$ cat config.mk
export PLATFORM = sky130hd
export DESIGN_NAME = proc_step_ctrl
export DESIGN_NICKNAME = d
export VERILOG_FILES = /design/src/rtl/proc_dbg_pkg.sv /design/src/rtl/proc_dbg_trace_buf.sv /design/src/rtl/proc_step_ctrl.sv
export SDC_FILE = /design/constraint.sdc
export NUM_CORES = 1
export LEC_CHECK = 0
export BUFFER_PORTS_ARGS = -buffer_cell sky130_fd_sc_hd__buf_2
export CORE_MARGIN = 4
export CORE_UTILIZATION = 55
export CTS_BUF_LIST = sky130_fd_sc_hd__clkbuf_4
export DETAILED_ROUTE_END_ITERATION = 8
export PLACE_DENSITY_LB_ADDON = 0.08
export SYNTH_ARGS = -nofsm -noshare
export SYNTH_HDL_FRONTEND = slang
export SYNTH_HIERARCHICAL = 1
export SYNTH_SLANG_ARGS = --single-unit
$ cat constraint.sdc
create_clock -name Clock -period 4.21 [get_ports Clock]
set_input_delay 0.842 -clock Clock [delete_from_list [all_inputs] [get_ports Clock]]
set_output_delay 0.842 -clock Clock [all_outputs]
set_load 0.01 [all_outputs]
$ cat src/rtl/proc_dbg_pkg.sv
// Shared types for the processor run/step controller: command modes, halt causes
// and controller states.
package proc_dbg_pkg;

  typedef enum logic [1:0] {
    MODE_FREE   = 2'd0,
    MODE_CYCLES = 2'd1,
    MODE_INSTRS = 2'd2,
    MODE_BREAK  = 2'd3
  } mode_e;

  typedef enum logic [1:0] {
    CAUSE_NONE  = 2'd0,
    CAUSE_COUNT = 2'd1,
    CAUSE_BREAK = 2'd2,
    CAUSE_USER  = 2'd3
  } cause_e;

  typedef enum logic [2:0] {
    StIdle     = 3'd0,
    StRunFree  = 3'd1,
    StRunCyc   = 3'd2,
    StRunInstr = 3'd3,
    StRunBp    = 3'd4
  } state_e;

endpackage

$ cat src/rtl/proc_dbg_trace_buf.sv
// Circular buffer of processor PCs. Each write overwrites the oldest entry; index 0
// reads the newest. Reset clears the write pointer and fill count but not the storage.
module proc_dbg_trace_buf #(
  parameter int unsigned DATA_W = 16,
  parameter int unsigned DEPTH  = 8
) (
  input  logic                       clk,
  input  logic                       rst_n,
  input  logic                       wr_en,
  input  logic [DATA_W-1:0]          wr_data,
  input  logic [$clog2(DEPTH)-1:0]   rd_idx,
  output logic [DATA_W-1:0]          rd_data,
  output logic [$clog2(DEPTH):0]     count
);

  localparam int unsigned IDX_W = $clog2(DEPTH);
  localparam logic [IDX_W:0] COUNT_FULL = (IDX_W + 1)'(DEPTH);

  logic [DATA_W-1:0] mem_q [DEPTH];
  logic [IDX_W-1:0]  wr_ptr_q;
  logic [IDX_W:0]    count_q;
  logic [IDX_W-1:0]  rd_ptr;

  // Write pointer and saturating fill count.
  always_ff @(posedge clk or negedge rst_n) begin
    if (!rst_n) begin
      wr_ptr_q <= '0;
      count_q  <= '0;
    end else if (wr_en) begin
      wr_ptr_q <= wr_ptr_q + IDX_W'(1);
      if (count_q != COUNT_FULL) begin
        count_q <= count_q + (IDX_W + 1)'(1);
      end
    end
  end

  // Storage is deliberately not reset; only count-qualified entries are meaningful.
  always_ff @(posedge clk) begin
    if (wr_en) begin
      mem_q[wr_ptr_q] <= wr_data;
    end
  end

  // Newest entry sits just behind the write pointer; wraps because DEPTH is a power of 2.
  assign rd_ptr  = wr_ptr_q - IDX_W'(1) - rd_idx;
  assign rd_data = mem_q[rd_ptr];
  assign count   = count_q;

endmodule

$ cat src/rtl/proc_step_ctrl.sv
// Run/step controller for the 16-bit processor. Gates processor progress and halts
// after N cycles, after N instructions, at a PC breakpoint, or on user request.
// Optional PC trace buffer is built only when DBG_TRACE_EN is defined.
module proc_step_ctrl
  import proc_dbg_pkg::*;
#(
  parameter int unsigned DATA_W      = 16,
  parameter int unsigned CNT_W       = 8,
  parameter int unsigned TRACE_DEPTH = 8
) (
  input  logic                             Clock,
  input  logic                             Resetn,
  input  logic                             cmd_valid,
  output logic                             cmd_ready,
  input  logic [1:0]                       cmd_mode,
  input  logic [CNT_W-1:0]                 cmd_count,
  input  logic [DATA_W-1:0]                bp_addr,
  input  logic                             halt_req,
  input  logic                             proc_done,
  input  logic [DATA_W-1:0]                proc_pc,
  output logic                             proc_clk_en,
  output logic                             proc_run,
  output logic                             busy,
  output logic                             halted,
  output logic [1:0]                       halt_cause,
  output logic [CNT_W-1:0]                 instr_cnt,
  input  logic [$clog2(TRACE_DEPTH)-1:0]   trace_rd_idx,
  output logic [DATA_W-1:0]                trace_rd_data,
  output logic [$clog2(TRACE_DEPTH):0]     trace_count
);

  localparam logic [CNT_W-1:0] CNT_ONE = CNT_W'(1);

  state_e            state_q;
  logic [CNT_W-1:0]  cnt_q;
  logic [DATA_W-1:0] bp_q;
  logic              halted_q;
  cause_e            cause_q;
  logic [CNT_W-1:0]  instr_cnt_q;
  logic              running;
  logic              done_counted;

  assign running      = (state_q != StIdle);
  assign done_counted = running && proc_done;

  // Run/step FSM with registered halted pulse and halt cause.
  always_ff @(posedge Clock or negedge Resetn) begin
    if (!Resetn) begin
      state_q  <= StIdle;
      cnt_q    <= '0;
      bp_q     <= '0;
      halted_q <= 1'b0;
      cause_q  <= CAUSE_NONE;
    end else begin
      halted_q <= 1'b0;
      unique case (state_q)
        StIdle: begin
          if (cmd_valid) begin
            bp_q    <= bp_addr;
            cnt_q   <= cmd_count;
            cause_q <= CAUSE_NONE;
            unique case (mode_e'(cmd_mode))
              MODE_FREE:   state_q <= StRunFree;
              MODE_BREAK:  state_q <= StRunBp;
              MODE_CYCLES,
              MODE_INSTRS: begin
                // A zero count completes immediately without any enabled cycle.
                if (cmd_count == '0) begin
                  halted_q <= 1'b1;
                  cause_q  <= CAUSE_COUNT;
                end else if (mode_e'(cmd_mode) == MODE_CYCLES) begin
                  state_q <= StRunCyc;
                end else begin
                  state_q <= StRunInstr;
                end
              end
              default: state_q <= StIdle;
            endcase
          end
        end
        default: begin
          // User stop wins over a count expiry or breakpoint hit in the same cycle.
          if (halt_req) begin
            state_q  <= StIdle;
            halted_q <= 1'b1;
            cause_q  <= CAUSE_USER;
          end else begin
            unique case (state_q)
              StRunCyc: begin
                if (cnt_q == CNT_ONE) begin
                  state_q  <= StIdle;
                  halted_q <= 1'b1;
                  cause_q  <= CAUSE_COUNT;
                end else begin
                  cnt_q <= cnt_q - CNT_ONE;
                end
              end
              StRunInstr: begin
                if (proc_done) begin
                  if (cnt_q == CNT_ONE) begin
                    state_q  <= StIdle;
                    halted_q <= 1'b1;
                    cause_q  <= CAUSE_COUNT;
                  end else begin
                    cnt_q <= cnt_q - CNT_ONE;
                  end
                end
              end
              StRunBp: begin
                if (proc_done && (proc_pc == bp_q)) begin
                  state_q  <= StIdle;
                  halted_q <= 1'b1;
                  cause_q  <= CAUSE_BREAK;
                end
              end
              default: state_q <= state_q;
            endcase
          end
        end
      endcase
    end
  end

  // Saturating count of Done pulses seen while the processor is enabled.
  always_ff @(posedge Clock or negedge Resetn) begin
    if (!Resetn) begin
      instr_cnt_q <= '0;
    end else if (done_counted && (instr_cnt_q != '1)) begin
      instr_cnt_q <= instr_cnt_q + CNT_ONE;
    end
  end

  assign cmd_ready   = !running;
  assign busy        = running;
  assign proc_clk_en = running;
  assign proc_run    = running;
  assign halted      = halted_q;
  assign halt_cause  = cause_q;
  assign instr_cnt   = instr_cnt_q;

`ifdef DBG_TRACE_EN
  proc_dbg_trace_buf #(
    .DATA_W (DATA_W),
    .DEPTH  (TRACE_DEPTH)
  ) u_trace_buf (
    .clk     (Clock),
    .rst_n   (Resetn),
    .wr_en   (done_counted),
    .wr_data (proc_pc),
    .rd_idx  (trace_rd_idx),
    .rd_data (trace_rd_data),
    .count   (trace_count)
  );
`else
  logic unused_trace_idx;
  assign unused_trace_idx = ^trace_rd_idx;
  assign trace_rd_data    = '0;
  assign trace_count      = '0;
`endif

endmodule

==> impl_results.md <==
* Vias in the first global route at 1,619
* Vias post-DR at 1,701
* Worst-Skew Late Latency at 340 ps
* Worst Tran Pin Value at 817 ps
* Post-DR wirelength/cell at 13.3 µm
* TritonCTS clock tree: built
* Worst Setup End Kind: output port
* Period utilization at 73.7%
* Hold depth at 1
* Antenna diodes at 0
* Postcts setup bufs at 0
* Fillcell total at 352
* Post-synth top area share at 41.1%
* 1st-iter DRT viols at 115
* WP data arrival at 2260 ps
* Switching part of the total power at 41.0%
* Max-cap viol count at 0
* Hpwl dp at 3.39 mm
* Reg power frac at 42.0%
* GPL Wtd Cong at 0.803
* Yosys cell types at 42
* Max_slew headroom at 45.5%
* Sequential area share after synthesis at 41.1%
* Die Y at 72.9 µm
* Final count of pins violating max slew at 0
* Post-CTS Hold Buffers at 0
* Setup slack, reg-to-reg at 1340 ps
* CTS Buffer Depth at 2
* Ys flop type: dfrtp_1
* Core Area at 0.00403 mm²
* Port Buffers at 61
* Clk sinks at 38
* Fin. Hold Viols at 0
* Ys Warns at 6
* Most common cell after layout, fill and taps aside: buf_2
* Starting Density at 57.4%
* Post-Route WL at 4.42 mm
* Final nets at 337
* Setup TNS at 0 ps
* Synthesized area at 0.00231 mm²
* Pwr Total at 1.68 mW
* DR vias/cell at 5.12
* Antenna violations before repair at 0
* Post-CTS Resized at 0
* CTS root buffer: clkbuf_4
* Async SR Flop Fraction at 100%
* Pwr dens at 649 mW/mm²
* Worst r2r src: state_q[2]
* Ranking of synthesized cells by area: dfrtp_1 (41%), mux2_2 (9.7%), buf_4 (8.4%), xnor2_1 (5.7%), ha_1 (3.2%)
* Worst Hold Path EP: instr_cnt[6]
* R2R depth at 4
* EDFF count, synth at 0
* I/O pin total at 85
* Die span in x at 72.9 µm
* Sw power at 0.690 mW
* Maximum vdd drop at 0.366 mV
* Reg2reg end: bp_q[0]
* Most frequent cells in the layout: buf_2 (61), dfrtp_1 (38), mux2_2 (20), conb_1 (20), nor2_1 (18)
* Crit path kind: flop to output port
* #FFs+latches synth at 38
* Min-delay src: instr_cnt[6]
* Leakage power at 1.22 nW
* CP required at 3370 ps
* Post-DRT Antenna Nets at 0
* Worst hold slack at 501 ps
* Hold Path Class: flop to flop
* Row cnt at 23
* Clock Power Share at 11.0%
* H-tree levels at 2
* Pin count of the biggest net entering global routing at 39
* Worst setup SP type: flop
* Final setup viols at 0
* Mapped Avg Cell Area at 10.3 µm²
* First-pass iteration count of the detailed router at 4
* Final critical-path required period at 3100 ps
* Inserted Clock Buffers at 5
* Die Footprint at 0.00531 mm²
* FMAX at 322 MHz
* Comb power frac at 47.0%
* Syn-to-layout area delta at 12.1%
* Status: completed
* Clock transition at the registers of the reported paths at 110 ps
* Pint at 0.994 mW
* RSZ-0062 raised after global routing: false
* DR DRC count at 0
* First-pass GRT wire length at 7.32 mm
* Cell accounting for the most synthesized area: dfrtp_1
* Layout cell share with drive strength beyond 1 at 35.5%
* Skew final at 6.90 ps
* CP max FO at 21
* Gr ovfl total at 0
* GRT Overall Usage at 17.8%
* Cells after Synth at 224
[routing by layer]
| layer | GRT usage, % | wire length, µm | up-vias | share of wire (%) |
|---|---|---|---|---|
| met4 | 4.30 | 21 | 0 | 0.48 |
| met2 | 28.4 | 2090 | 61 | 47 |
| met3 | 5.79 | 366 | 2 | 8.3 |
| met5 | 0 | 0 | - | 0 |
| li1 | - | - | 859 | - |
| met1 | 23.4 | 1950 | 779 | 44 |
[synthesized netlist by cell type (3+ instances only)]
cell and n:
mux2_2 20, a21oi_1 7, nor3_1 7, xor2_1 8, o21ai_0 5, xnor2_1 15
o31ai_1 5, nand3_1 5, or2_2 3, ha_1 6, nand4_1 5, nor2_1 18
inv_1 8, buf_4 26, or3_1 3, buf_2 3, dfrtp_1 38, a211oi_1 4
and2_1 3, nand2_1 8
[worst max-delay path: stages, from the launching register on]
cell and delay [ps]:
dfrtp_1 570, or3_1 610, inv_1 500, buf_2 240
[area by class of cell]
| type | instances | area [µm²] | area share, % |
|---|---|---|---|
| clock inverter | 3 | 16.3 | 0.627 |
| clock buffer | 5 | 37.5 | 1.45 |
| timing repair buffer | 61 | 305 | 11.8 |
| sequential | 38 | 951 | 36.7 |
| tap | 50 | 62.6 | 2.41 |
| multi-input combinational | 167 | 1190 | 45.9 |
| inverter | 8 | 30.0 | 1.16 |
[worst max path at each step]
| stage | from | end | cells past startpoint |
|---|---|---|---|
| finish | state_q[2] | cmd_ready | 3 |
| global route | state_q[2] | cmd_ready | 3 |
| CTS | state_q[2] | cmd_ready | 3 |
| detailed placement | state_q[2] | bp_q[0] | 4 |
| global placement | state_q[2] | bp_q[2] | 4 |
| floorplan | state_q[1] | cmd_ready | 6 |
[registers in the layout, indices dropped and copies added, names as in the netlist]
signal / cells
halted: 1
instr_cnt: 8
bp_q: 16
cnt_q: 8
halt_cause: 2
state_q: 3
[kinds of logic (layout without fill, tap and decap cells)]
kind of cell,count (synthesis),after routing,synth area share (%)
flops,38,38,41.1
compound gates,36,36,12.2
buf+inv,38,77,10.5
simple gates,61,61,13.9
fa+ha+maj,6,6,3.24
other cells,1,20,0.162
mux,21,21,10.2
xor+xnor,23,23,8.71
[power by group through the flow]
stage          Combinational (mW)  Sequential, mW  Clock (mW)
2_1_floorplan               0.673           0.687           0
3_3_place_gp                0.783           0.710           0
3_5_place_dp                0.802           0.715           0
4_1_cts                     0.803           0.707       0.196
5_1_grt                     0.891           0.735       0.217
6_report                    0.792           0.707       0.185
[per-stage QoR]
step | area (µm²) | cells | util, % | setup slack, ps
after floorplan | 2380 | 243 | - | 1990
after global placement | 2540 | 324 | 63.0 | 1360
after detailed placement | 2540 | 324 | 63.0 | 1340
after CTS | 2590 | 332 | 64.3 | 1090
after global routing | 2590 | 332 | 64.3 | 956
final | 2590 | 332 | 64.3 | 1110
(Power assumes the default switching activity.)
